**src/rtl/adder_rr_sched.sv**
```systemverilog
// Round-robin scheduler sharing one four-operand adder among NREQ requesters.
// One registered response slot; drain and refill may happen in the same cycle.
module adder #(
  parameter int WIDTH = 4
) (
  input  logic [WIDTH-1:0] a,
  input  logic [WIDTH-1:0] b,
  input  logic [WIDTH-1:0] c,
  input  logic [WIDTH-1:0] d,
  output logic [WIDTH+1:0] sum
);
  assign sum = {2'b00, a} + {2'b00, b}
             + {2'b00, c} + {2'b00, d};
endmodule

module adder_rr_sched #(
  parameter  int WIDTH = 4,
  parameter  int NREQ  = 4,
  localparam int IDW   = $clog2(NREQ)
) (
  input  logic                  clk,
  input  logic                  rst_n,
  input  logic [NREQ-1:0]       req_valid,
  output logic [NREQ-1:0]       req_ready,
  input  logic [NREQ*WIDTH-1:0] req_a,
  input  logic [NREQ*WIDTH-1:0] req_b,
  input  logic [NREQ*WIDTH-1:0] req_c,
  input  logic [NREQ*WIDTH-1:0] req_d,
  output logic                  rsp_valid,
  input  logic                  rsp_ready,
  output logic [IDW-1:0]        rsp_id,
  output logic [WIDTH+1:0]      rsp_sum
);

  logic [IDW-1:0]   ptr;
  logic [IDW-1:0]   gnt_idx;
  logic [IDW:0]     scan;
  logic             found;
  logic             slot_free;
  logic             grant;
  logic [WIDTH-1:0] op_a;
  logic [WIDTH-1:0] op_b;
  logic [WIDTH-1:0] op_c;
  logic [WIDTH-1:0] op_d;
  logic [WIDTH+1:0] sum;
  logic [IDW-1:0]   ptr_nxt;

  assign slot_free = !rsp_valid || rsp_ready;

  // First valid requester at or after ptr, wrapping modulo NREQ.
  always_comb begin
    found   = 1'b0;
    gnt_idx = '0;
    scan    = '0;
    for (int k = 0; k < NREQ; k++) begin
      scan = {1'b0, ptr} + (IDW+1)'(k);
      if (scan >= (IDW+1)'(NREQ)) begin
        scan = scan - (IDW+1)'(NREQ);
      end
      if (!found && req_valid[scan[IDW-1:0]]) begin
        found   = 1'b1;
        gnt_idx = scan[IDW-1:0];
      end
    end
  end

  assign grant = rst_n && slot_free && found;

  always_comb begin
    req_ready = '0;
    if (grant) begin
      req_ready[gnt_idx] = 1'b1;
    end
  end

  assign op_a = req_a[gnt_idx*WIDTH +: WIDTH];
  assign op_b = req_b[gnt_idx*WIDTH +: WIDTH];
  assign op_c = req_c[gnt_idx*WIDTH +: WIDTH];
  assign op_d = req_d[gnt_idx*WIDTH +: WIDTH];

  adder #(.WIDTH(WIDTH)) u_adder (
    .a   (op_a),
    .b   (op_b),
    .c   (op_c),
    .d   (op_d),
    .sum (sum)
  );

  assign ptr_nxt = (gnt_idx == IDW'(NREQ-1)) ? '0
                 : gnt_idx + IDW'(1);

  always_ff @(posedge clk) begin
    if (!rst_n) begin
      rsp_valid <= 1'b0;
      rsp_id    <= '0;
      rsp_sum   <= '0;
      ptr       <= '0;
    end else if (slot_free) begin
      rsp_valid <= grant;
      if (grant) begin
        rsp_id  <= gnt_idx;
        rsp_sum <= sum;
        ptr     <= ptr_nxt;
      end
    end
  end

endmodule

```
**config.mk**
```make
export PLATFORM = sky130hd
export DESIGN_NAME = adder_rr_sched
export DESIGN_NICKNAME = d
export VERILOG_FILES = /design/src/rtl/adder_rr_sched.sv
export SDC_FILE = /design/constraint.sdc
export NUM_CORES = 1
export LEC_CHECK = 0
export CORE_UTILIZATION = 30
export CTS_CLUSTER_DIAMETER = 80
export DETAILED_ROUTE_END_ITERATION = 6
export MAX_ROUTING_LAYER = met4
export PLACE_DENSITY = 0.74
export REMOVE_ABC_BUFFERS = 1
export SYNTH_ARGS = -nofsm -noshare
export SYNTH_HDL_FRONTEND = slang
export SYNTH_SLANG_ARGS = --single-unit
```
**constraint.sdc**
```tcl
create_clock -name clk -period 4.6 [get_ports clk]
set_input_delay 0.92 -clock clk [delete_from_list [all_inputs] [get_ports clk]]
set_output_delay 0.92 -clock clk [all_outputs]
set_load 0.05 [all_outputs]
```
# Word-level counts from Yosys, hierarchy flattened
# Cells that the tools add are included.
[op_classes]
add_sub_neg = 11
n_lt_le_gt_ge = 10
eq_ne = 1
n_shift = 4
n_mux = 24
n_reduce_logical = 12
[ops]
columns = ["op", "count"]
rows = [
  ["$shiftx 16x5->4", 4],
  ["$mux 2", 9],
  ["$lt 2x3->1 const B", 5],
  ["$add 6x4->6", 2],
  ["$ge 3x3->1 const B", 3],
  ["$mux 1", 9],
  ["$bmux 1 s2", 4],
  ["$sub 2x1->2 const B", 4],
  ["$add 2x2->3 const B", 2],
  ["$logic_and 1x1->1", 6],
  ["$add 4x4->5", 1],
  ["$logic_not 1->1", 4],
  ["$mux 4", 1],
  ["$add 2x1->3 const B", 1],
  ["$ge 2x3->1 const B", 1],
  ["$add 2x1->2 const B", 1],
  ["$demux 1 s2", 1],
  ["$eq 2x2->1 const B", 1],
  ["$ge 2x1->1 const B", 1],
  ["$reduce_and 2->1", 1],
  ["$logic_or 1x1->1", 1],
]
[word_totals]
regBits = 11
inputBits = 71
word_cells = 66

# Logic depth before layout (Yosys ltp)
[logic_depth]
word_depth = 19
ltp_mapped = 18

# Hierarchy
# Synthesis repeated with hierarchy kept, for this count alone.
[hier_totals]
cells_unflattened = 154
hier_area_um2 = 1390.1
[modules_own_cells]
columns = ["mod", "instances", "cells_per_inst", "area_each_um2", "seq_area_each_um2"]
rows = [
  ["adder_rr_sched", 1, 117, 1052.3, 220.2],
  ["adder", 1, 37, 337.8, 0.0],
]

# Worst setup path before layout
# OpenSTA, ideal clock, no wires.
[synth_path]
path_type = "in2reg"
startpoint = "input port req_valid[2]"
endpoint = "register rsp_sum[5]"
setup_ps = 130
arrival_time_ps = 4214
required_time_ps = 4470
path_slack_ps = 257
path_stages = 17
n_path_buf = 2
path_cell_list = "mux2i_1 -> nor2_1 -> a311oi_1 -> buf_4 -> buf_6 -> mux2i_1 -> mux2i_1 -> ha_1 -> inv_1 -> fa_1 -> fa_1 -> inv_1 -> ha_1 -> fa_1 -> a21o_1 -> a21oi_1 -> a21oi_1"
[synth_between]
elab_chain_cells = 16
elab_cells_between_ends = 31
cone_classes = "add/sub (3); shift (4); mux (16); reduce/logical (8)"
[synth_lines]
columns = ["item", "line", "text"]
rows = [
  ["start: declaration", "23", "input logic [NREQ-1:0] req_valid,"],
  ["$bmux 1 s2", "60", "if (!found && req_valid[scan[IDW-1:0]]) begin"],
  ["$mux 1 (not written as such)", "60", ""],
  ["$mux 1", "60", ""],
  ["$logic_not 1->1", "60", ""],
  ["$logic_and 1x1->1", "60", ""],
  ["$mux 1", "60", ""],
  ["$logic_not 1->1", "60", ""],
  ["$logic_and 1x1->1", "60", ""],
  ["$mux 1", "60", ""],
  ["$logic_not 1->1", "60", ""],
  ["$logic_and 1x1->1", "60", ""],
  ["$mux 2 *", "60", ""],
  ["via gnt_idx[0]", "36", "logic [IDW-1:0] gnt_idx;"],
  ["$shiftx 16x5->4 (on tied branches)", "76, 77", ""],
  ["$add 4x4->5", "12", "assign sum = {2'b00, a} + {2'b00, b}"],
  ["$add 6x4->6", "13", "+ {2'b00, c} + {2'b00, d};"],
  ["$add 6x4->6 *", "13", ""],
  ["end signal: assignment", "102", "rsp_sum <= sum;"],
  ["end: declaration", "32", "output logic [WIDTH+1:0] rsp_sum"],
]
# Mark *: on every way through the listed nets, which the timed path passes. The rest lies on a longest branch. The select of a mux whose other input is x is not followed.
# A chain may end at the register's enable or synchronous reset.

# Worst setup path in the final report
[layout_path]
startpoint = "input port req_valid[2]"
endpoint = "register rsp_sum[5]"
[layout_between]
elab_chain_cells = 16
elab_cells_between_ends = 31
cone_classes = "add/sub (3); shift (4); mux (16); reduce/logical (8)"
[layout_lines]
columns = ["item", "line"]
rows = [
  ["$bmux 1 s2", "60"],
  ["$mux 1 (not written as such)", "60"],
  ["$mux 1", "60"],
  ["$logic_not 1->1", "60"],
  ["$logic_and 1x1->1", "60"],
  ["$mux 1", "60"],
  ["$logic_not 1->1", "60"],
  ["$logic_and 1x1->1", "60"],
  ["$mux 1", "60"],
  ["$logic_not 1->1", "60"],
  ["$logic_and 1x1->1", "60"],
  ["$mux 2", "60"],
  ["$shiftx 16x5->4 (on tied branches)", "76, 77"],
  ["$add 4x4->5", "12"],
  ["$add 6x4->6 (2 in a row)", "13"],
]
# Several ways; a longest one is shown, not always the timed one. The select of a mux whose other input is x is not followed.

==> key figures <==
Synth
  – Proportion of synthesized chip area in sequential cells: 0.152
  – Number of distinct library cell variants in the gate-level netlist after synthesis: 28
  – Gate Count Post-Synth: 156
  – Share of the synthesized area in the top cell type: 0.297
  – Most common cell in the synthesized netlist: sky130_fd_sc_hd__mux2i_1
  – Number of enable-type register cells in the synthesized netlist: 0
  – Area leader, netlist: sky130_fd_sc_hd__mux2i_1
  – Async set-reset flop share out of synthesis: 0
  – Dominant cells by area after synthesis: sky130_fd_sc_hd__mux2i_1 30%, sky130_fd_sc_hd__dfxtp_1 15%, sky130_fd_sc_hd__ha_1 10%, sky130_fd_sc_hd__fa_1 8.3%, sky130_fd_sc_hd__mux2_2 6.2%
  – #FFs+latches synth: 11
  – Most numerous cell types in the synthesized netlist: 43 x sky130_fd_sc_hd__mux2i_1, 12 x sky130_fd_sc_hd__ha_1, 11 x sky130_fd_sc_hd__dfxtp_1, 11 x sky130_fd_sc_hd__inv_1
  – Avg Cell Area, Syn: 9.28 sq um
  – Synth warn: 0
  – Ys flop type: sky130_fd_sc_hd__dfxtp_1
  – Summed instance area of the synthesized netlist: 1450 sq um

GRT
  – Met1 routing resource usage after global routing: 0.182
  – Largest net degree at the start of global routing: 15
  – Final global-route overflow total: 0
  – Initial antenna violation count: 0
  – Grt met2 use: 0.250
  – Via count of the first global-routing pass: 1357
  – Global-route layer with the greatest usage: met2
  – Overall global routing resource usage: 0.150
  – Grt met3 use: 0.0478
  – Global-route wire length before repair: 5980 um

STA
  – Fmax: 227 MHz
  – Slew HR: 0.657
  – Transition time at the pin with the least slew margin: 0.513 ns
  – Worst clock skew: 0.00555 ns
  – Post-layout min period: 4.41 ns
  – WHS: 0.454 ns
  – Pins over their slew limit: 0
  – RSZ-0062 raised after global routing: no
  – Part of the cycle the worst path needs: 0.958
  – Final count of hold timing violations: 0
  – Setup-failing EPs final: 0

Layout
  – Number of antenna repair diodes: 0
  – FILL cells: 437
  – Ratio of cells with drive above 1 in the final layout: 0.161
  – Layout Area Growth over Synthesis: 74.1%
  – Post-layout nets: 339
  – Final instance count without filler cells: 301
  – Non-Filler Cell Area, Final: 2520 sq um
  – Core Util, Final: 0.559

CTS
  – CTS Buffer Depth: 2
  – Clock tree sinks: 11
  – CTS root buffer: sky130_fd_sc_hd__clkbuf_8
  – Cts bufs inserted: 3
  – Worst-skew pair later-pin latency: 0.24 ns
  – Count of H-tree levels built during CTS: 1
  – Clock-pin transition on the worst setup and hold timing paths: 0.05 ns
  – Clock tree from TritonCTS: done

Status
  – Run status: finished, final reports clean

Route
  – Number of design-rule violations left by the first detailed-router iteration: 43
  – ANT nets after route: 0
  – Post-detailed-route wirelength per cell: 11.9 um
  – Total Wirelength: 3590 um
  – Via Count: 1418
  – Final routed DRC violation total: 0
  – Vias/cell: 4.71
  – Number of search-and-repair iterations in the first detailed-routing pass: 4

Worst setup path
  – CP endpoint kind: flip-flop
  – Startpoint type of the worst setup path: input port
  – Cell count of the worst reg-to-reg path: 16
  – Critical path fanouts, max: 6
  – Critical path data required time: 4.71 ns
  – Worst Setup Path Type: input port to flip-flop
  – Arrival time of data at the critical path endpoint: 4.52 ns

Floorplanning
  – Die Footprint: 5110 sq um
  – Row Count: 24
  – Starting Density: 0.321
  – Top-level I/O count: 84
  – Die Y: 71.5 um
  – Floorplan Core Area: 4500 sq um
  – Die outline width: 71.5 um

Worst hold path
  – Path type of the worst min-delay path: flip-flop to flip-flop
  – Min-Delay Path Depth: 2

Job
  – Total of max-cap violations: 0

Pwr
  – Total power: 1.10 mW
  – Power Dens Cells: 438 nW/um^2
  – Standby leakage power: 1.14 nW
  – Worst IR drop on VDD: 0.000208 V

Placement
  – Placed instance count: 295
  – Placed wire-length estimate after detailed placement: 2940 um
  – Area after DPL: 2410 sq um
  – Number of input and output port buffers inserted: 83
  – Final estimated routing congestion in global placement: 0.775
## cells by family (layout without fill, tap and decap cells)
group,count (synthesis),after routing,synth area share
AO/OA/AOI/OAI,20,20,0.0821
XOR/XNOR,4,4,0.0242
adder cells (fa/ha/maj),18,18,0.187
buffers and inverters,20,113,0.0812
flip-flops,11,11,0.152
multiplexers,51,51,0.360
AND/OR/NAND/NOR,32,32,0.114
## registers in the layout, indices dropped and copies added (netlist names)
signal     count
ptr            2
rsp_id         2
rsp_sum        6
rsp_valid      1
## path summary, 6_finish.rpt
path,from,endpoint,slack [ns]
min reg2reg,rsp_sum[0],rsp_sum[0],0.45
min,rsp_sum[0],rsp_sum[0],0.45
max,req_valid[2],rsp_sum[5],0.19
max reg2reg,ptr[1],rsp_sum[5],0.62
## layer usage
layer / share of wire / wire, um
met3: 0.091 / 327
met1: 0.43 / 1540
met5: 0 / 0
met2: 0.47 / 1700
met4: 0.0058 / 21
## final cells by class
type                    instances  area [sq um]  share of cell area
repair buffers                 98           990               0.393
inverters                      11          41.3              0.0164
flip-flops and latches         11           220              0.0874
clock buffers                   4          45.0              0.0179
multi-input cells             125          1160               0.460
well taps                      52          65.1              0.0258
## layout by cell type (no fill, tap or decap), types with 2 or more instances in the layout
master | synthesis | routed
sky130_fd_sc_hd__a21o_1 | 3 | 3
sky130_fd_sc_hd__a21oi_1 | 7 | 5
sky130_fd_sc_hd__a21oi_2 | 0 | 2
sky130_fd_sc_hd__and2_1 | 5 | 5
sky130_fd_sc_hd__buf_12 | 1 | 4
sky130_fd_sc_hd__buf_4 | 1 | 14
sky130_fd_sc_hd__clkbuf_8 | 0 | 3
sky130_fd_sc_hd__clkdlybuf4s50_1 | 0 | 75
sky130_fd_sc_hd__dfxtp_1 | 11 | 11
sky130_fd_sc_hd__dlygate4sd2_1 | 0 | 2
sky130_fd_sc_hd__dlymetal6s2s_1 | 0 | 2
sky130_fd_sc_hd__fa_1 | 6 | 4
sky130_fd_sc_hd__fa_2 | 0 | 2
sky130_fd_sc_hd__ha_1 | 12 | 12
sky130_fd_sc_hd__inv_1 | 11 | 11
sky130_fd_sc_hd__mux2_2 | 8 | 8
sky130_fd_sc_hd__mux2i_1 | 43 | 38
sky130_fd_sc_hd__mux2i_2 | 0 | 5
sky130_fd_sc_hd__nand2_1 | 9 | 9
sky130_fd_sc_hd__nand2b_1 | 3 | 3
sky130_fd_sc_hd__nand3_1 | 9 | 9
sky130_fd_sc_hd__nor2b_1 | 3 | 3
sky130_fd_sc_hd__o21ai_0 | 7 | 7
sky130_fd_sc_hd__xor2_1 | 3 | 3
## power breakdown
| group | leakage, nW | switching, mW | internal (mW) |
|---|---|---|---|
| Clock | 0.0228 | 0.0361 | 0.0608 |
| Combinational | 1.03 | 0.421 | 0.443 |
| Sequential | 0.0914 | 0.0167 | 0.126 |
## metrics by stage
step	setup TNS [ns]	setup slack [ns]
floorplan	-30.27	-3.32
global placement	-0.987	-0.421
detailed placement	-1.06	-0.429
CTS	0	0.0200
global route	0	0.0162
finish	0	0.192
## worst max-delay path: stages
cell and delay (ns):
sky130_fd_sc_hd__dlygate4sd2_1 0.27, sky130_fd_sc_hd__nand2b_1 0.10, sky130_fd_sc_hd__a21oi_2 0.08, sky130_fd_sc_hd__a311oi_4 0.32, sky130_fd_sc_hd__buf_12 0.17, sky130_fd_sc_hd__mux2i_2 0.23
sky130_fd_sc_hd__mux2i_1 0.10, sky130_fd_sc_hd__ha_1 0.22, sky130_fd_sc_hd__inv_1 0.07, sky130_fd_sc_hd__fa_2 0.44, sky130_fd_sc_hd__fa_1 0.54, sky130_fd_sc_hd__inv_1 0.04
sky130_fd_sc_hd__ha_1 0.23, sky130_fd_sc_hd__fa_2 0.36, sky130_fd_sc_hd__a21o_1 0.20, sky130_fd_sc_hd__a21oi_2 0.15, sky130_fd_sc_hd__a21oi_1 0.07
## what timing repair did
item / 4_1_cts / 5_1_grt
hold buffers: 0 / 0
gates cloned: 0 / 0
pin swaps: 2 / 1
gates resized for setup: 5 / 9
setup buffers: 2 / 0
setup endpoints to repair: 2 / 3
No activity file was read; power rests on OpenSTA's default activity.
